## config.mk

```make
export PLATFORM = sky130hd
export DESIGN_NAME = if_stage
export DESIGN_NICKNAME = d
export VERILOG_FILES = /design/src/rtl/if_stage.sv
export SDC_FILE = /design/constraint.sdc
export NUM_CORES = 1
export LEC_CHECK = 0
export ABC_AREA = 1
export CAP_MARGIN = 20
export CORE_MARGIN = 5
export CORE_UTILIZATION = 51
export CTS_CLUSTER_SIZE = 40
export DETAILED_ROUTE_END_ITERATION = 16
export PLACE_DENSITY_LB_ADDON = 0.25
export SLEW_MARGIN = 10
export SYNTH_ARGS = -nofsm -noshare
export SYNTH_HDL_FRONTEND = slang
export SYNTH_SLANG_ARGS = --single-unit
```

## constraint.sdc

```tcl
create_clock -name clk -period 3.65 [get_ports clk]
set_clock_uncertainty 0.2 [all_clocks]
set_input_delay 0.365 -clock clk [delete_from_list [all_inputs] [get_ports clk]]
set_output_delay 0.365 -clock clk [all_outputs]
set_load 0.01 [all_outputs]
```

## src/rtl/if_stage.sv

```systemverilog
// Instruction-fetch stage plus IF/ID register. It owns the PC and arbitrates the shared
// memory port against MEM. Branches have one delay slot. A target deferred by a busy port is held in pend.
module if_stage #(
  parameter logic [15:0] RESET_PC   = 16'h0000,
  parameter logic [15:0] INT_VECTOR = 16'h0008,
  parameter logic [15:0] NOP_INSTR  = 16'h0800
) (
  input  logic        clk,
  input  logic        rst,
  input  logic        ifi_pause,
  input  logic        ifi_branch,
  input  logic [15:0] ifi_new_pc,
  input  logic        ifi_int,
  input  logic        ifi_mem_busy,
  input  logic [15:0] ifi_imem_data,
  output logic [15:0] ifo_imem_addr,
  output logic        ifo_imem_re,
  output logic [15:0] ifo_addr,
  output logic [15:0] ifo_instr,
  output logic [15:0] ifo_epc,
  output logic        ifo_redirect_pending
);

  logic [15:0] pc;
  logic [15:0] ifid_addr;
  logic [15:0] ifid_instr;
  logic        pend_valid;
  logic [15:0] pend_pc;
  logic [15:0] epc;

  assign ifo_imem_addr        = pc;
  assign ifo_imem_re          = rst & ~ifi_pause & ~ifi_mem_busy;
  assign ifo_addr             = ifid_addr;
  assign ifo_instr            = ifid_instr;
  assign ifo_epc              = epc;
  assign ifo_redirect_pending = pend_valid;

  // Priority: pause > int > branch (fetch or defer) > busy bubble > normal fetch.
  always_ff @(posedge clk) begin
    if (!rst) begin
      pc         <= RESET_PC;
      ifid_addr  <= 16'h0000;
      ifid_instr <= NOP_INSTR;
      pend_valid <= 1'b0;
      pend_pc    <= 16'h0000;
      epc        <= 16'h0000;
    end else if (ifi_pause) begin
      pc <= pc;
    end else if (ifi_int) begin
      ifid_addr  <= pc;
      ifid_instr <= NOP_INSTR;
      epc        <= pend_valid ? pend_pc : pc;
      pc         <= INT_VECTOR;
      pend_valid <= 1'b0;
    end else if (ifi_branch && !ifi_mem_busy) begin
      // The delay-slot instruction at pc is fetched now; the target follows.
      ifid_addr  <= pc;
      ifid_instr <= ifi_imem_data;
      pc         <= ifi_new_pc;
    end else if (ifi_branch) begin
      // The port is busy, so the delay slot is not fetched yet. Remember the target.
      ifid_addr  <= pc;
      ifid_instr <= NOP_INSTR;
      pend_valid <= 1'b1;
      pend_pc    <= ifi_new_pc;
    end else if (ifi_mem_busy) begin
      ifid_addr  <= pc;
      ifid_instr <= NOP_INSTR;
    end else begin
      ifid_addr  <= pc;
      ifid_instr <= ifi_imem_data;
      pc         <= pend_valid ? pend_pc : pc + 16'd1;
      pend_valid <= 1'b0;
    end
  end

endmodule

```

==> impl_metrics.tcl <==
set metrics [dict create \
    status "completed" \
    pre_cts_slack_ps 902.5 \
    internal-power_mw 1.404 \
    holdBufCountCts 0 \
    pwr-share-seq_pct 50.5 \
    drtPass1Iterations 6 \
    synth_edf_count 0 \
    port_buffers 103 \
    drc 0 \
    synth_area_um2 3680 \
    swShare_pct 27.72 \
    switchingPower_uw 538.5 \
    clockBufferDepth 2 \
    ant_nets 0 \
    avgSynthCellArea_um2 7.258 \
    synth-seq-cells 81 \
    fp.coreArea_um2 7137 \
    clk_latency_ps 350 \
    die_h_um 94.94 \
    drive_gt1_share_pct 7.191 \
    dp.cells 682 \
    ir_drop_uv 186.1 \
    synth_nets 546 \
    arrival_ps 1930 \
    ios 104 \
    yosys.cell_types.count 32 \
    synth_largest_area_cell "dfxtp_1" \
    antenna_found_initial 0 \
    cts_max_level 3 \
    synth_flop_cell "dfxtp_1" \
    cts_buffers 9 \
    areaGrowthSynthToFinish_pct 32.74 \
    combPwrFrac_pct 17.9 \
    yosys_warnings 0 \
    synth_area_leaders "dfxtp_1, o21ai_0, a21oi_1" \
    clkPwrFrac_pct 31.6 \
    netlist_instances 507 \
    crit_type "input port to output port" \
    post_cts_buffers 0 \
    report.final.slew_viol_count 0 \
    hold_viol 0 \
    tightest_slew_ps 675.8 \
    cts_tree "yes" \
    cts.sinks 81 \
    grt_use_total_pct 24.96 \
    die_x_um 94.94 \
    num-nets-final 633 \
    gp_congestion 0.8702 \
    crit_path_end_kind "output port" \
    dpl.hpwl_um 7480 \
    startpoint_type "input port" \
    fmax_mhz 400.6 \
    synth_common_cells "o21ai_0, dfxtp_1, nand2_1" \
    min_path_type "input port to flip-flop" \
    yosysSeqAreaShare_pct 44.07 \
    p_per_area_nw_per_um2 397.7 \
    drt_iter0_drc 272 \
    layout_min_cycle_time_ps 2496 \
    p_leak_nw 1.906 \
    period_share_pct 68.39 \
    setup_tns_ps 0 \
    grt_pass1_vias 3546 \
    synth_most_common_cell "o21ai_0" \
    grt_pass1_wl_um 17510 \
    initial_utilization_pct 51.56 \
    ys_async_sr_fraction_pct 0 \
    n_antenna_cell 0 \
    avgRoutedWirePerCell_um 15.34 \
    clockRootBuffer "clkbuf_8" \
    wirelength_um 10690 \
    worst_slack_ps 1154 \
    fin_util_pct 68.44 \
    grt_max_degree 78 \
    finalNonFillerCells 697 \
    cp_max_fo 15 \
    clkTransAtPathRegs_ps 80 \
    timing.slew.headroom_pct 54.80 \
    post_cts.resized_instances 0 \
    rows 31 \
    dieArea_um2 9014 \
    maxCapViolCount 0 \
    grt-ovfl-total 0 \
    synth_top_area_share_pct 44.07 \
    cp.required_ps 3080 \
    grt_setup_unrepaired "false" \
    via_count 3750 \
    setup_viol 0 \
    via_per_inst 5.380 \
]
## placed cells by master, fill, tap and decap left out
master           count
a21boi_0             1
a21oi_1             60
a21oi_2              3
a31oi_1              5
buf_2                1
buf_4                7
clkbuf_1             1
clkbuf_8            12
clkdlybuf4s50_1    102
clkinv_1             1
clkinv_2             1
clkinvlp_4           1
dfxtp_1             81
ha_1                 1
inv_1               35
inv_2                4
mux2i_1              1
nand2_1             67
nand2_2              3
nand2_4              2
nand3_1             31
nand3_2              1
nand4_1              4
nor2_1              57
nor2_2               3
nor2_4               4
nor3_1               7
o211a_1              2
o211ai_1             4
o21ai_0             84
o21ai_1              9
o21ai_4              1
o21bai_1             1
or2_1                1
## sequential cells by signal, summed over array words and instances, names as in the netlist
register              flops
ifo_addr                 16
ifo_epc                  16
ifo_imem_addr            16
ifo_instr                16
ifo_redirect_pending      1
pend_pc                  16
## kinds of logic after synthesis
group,Yosys count,share of synthesized area [%]
buf+inv,74,9.010
mux,1,0.2720
simple gates,180,21.73
fa+ha+maj,1,0.3400
compound gates,170,24.58
flops,81,44.07
## stage by stage
step | power, mW | hold WS, ps | cell area [µm²]
after global routing | 2.042 | 203.6 | 4885
after CTS | 1.953 | 146.5 | 4885
after detailed placement | 1.347 | 245.7 | 4703
final | 1.943 | 163.3 | 4885
after global placement | 1.339 | 239.3 | 4703
after floorplan | 1.168 | 229.3 | 3680
## area by class of cell
class                      count  area, µm²
clock inverter                 2      12.51
sequential                    81       1622
inverter                      40      150.1
clock buffer                  13      168.9
timing repair buffer         110       1079
multi-input combinational    352       1729
tap                           99      123.9
fill                         638       2252
## layer usage
layer | global-route usage (%) | part of all wire, % | vias up
met3 | 4.940 | 6.2 | 19
li1 | - | - | 1872
met2 | 41.75 | 50 | 139
met1 | 31.66 | 42 | 1720
met4 | 9.495 | 1.9 | 0
met5 | 0 | 0 | -
## power by group through the flow
stage	clock, mW	combinational [mW]	sequential [mW]
final	0.614	0.347	0.981
after global routing	0.671	0.382	0.989
after CTS	0.624	0.349	0.980
after detailed placement	0	0.347	1.00
after global placement	0	0.341	0.998
after floorplan	0	0.155	1.01
## worst paths after layout
kind / start / end / slack, ps / depth (start not counted)
min reg2reg: pend_pc[6]$_SDFFE_PN0P_ / pend_pc[6]$_SDFFE_PN0P_ / 260 / 2
min: rst / ifo_imem_addr[3]$_SDFFE_PN0P_ / 160 / 3
max reg2reg: ifo_redirect_pending$_SDFFE_PN0P_ / ifo_imem_addr[14]$_SDFFE_PN0P_ / 1700 / 7
max: ifi_pause / ifo_imem_re / 1150 / 3
## critical path: stages
cell	delay, ps
clkdlybuf4s50_1	700
nor3_1	290
clkdlybuf4s50_1	570
(Power assumes the default switching activity.)
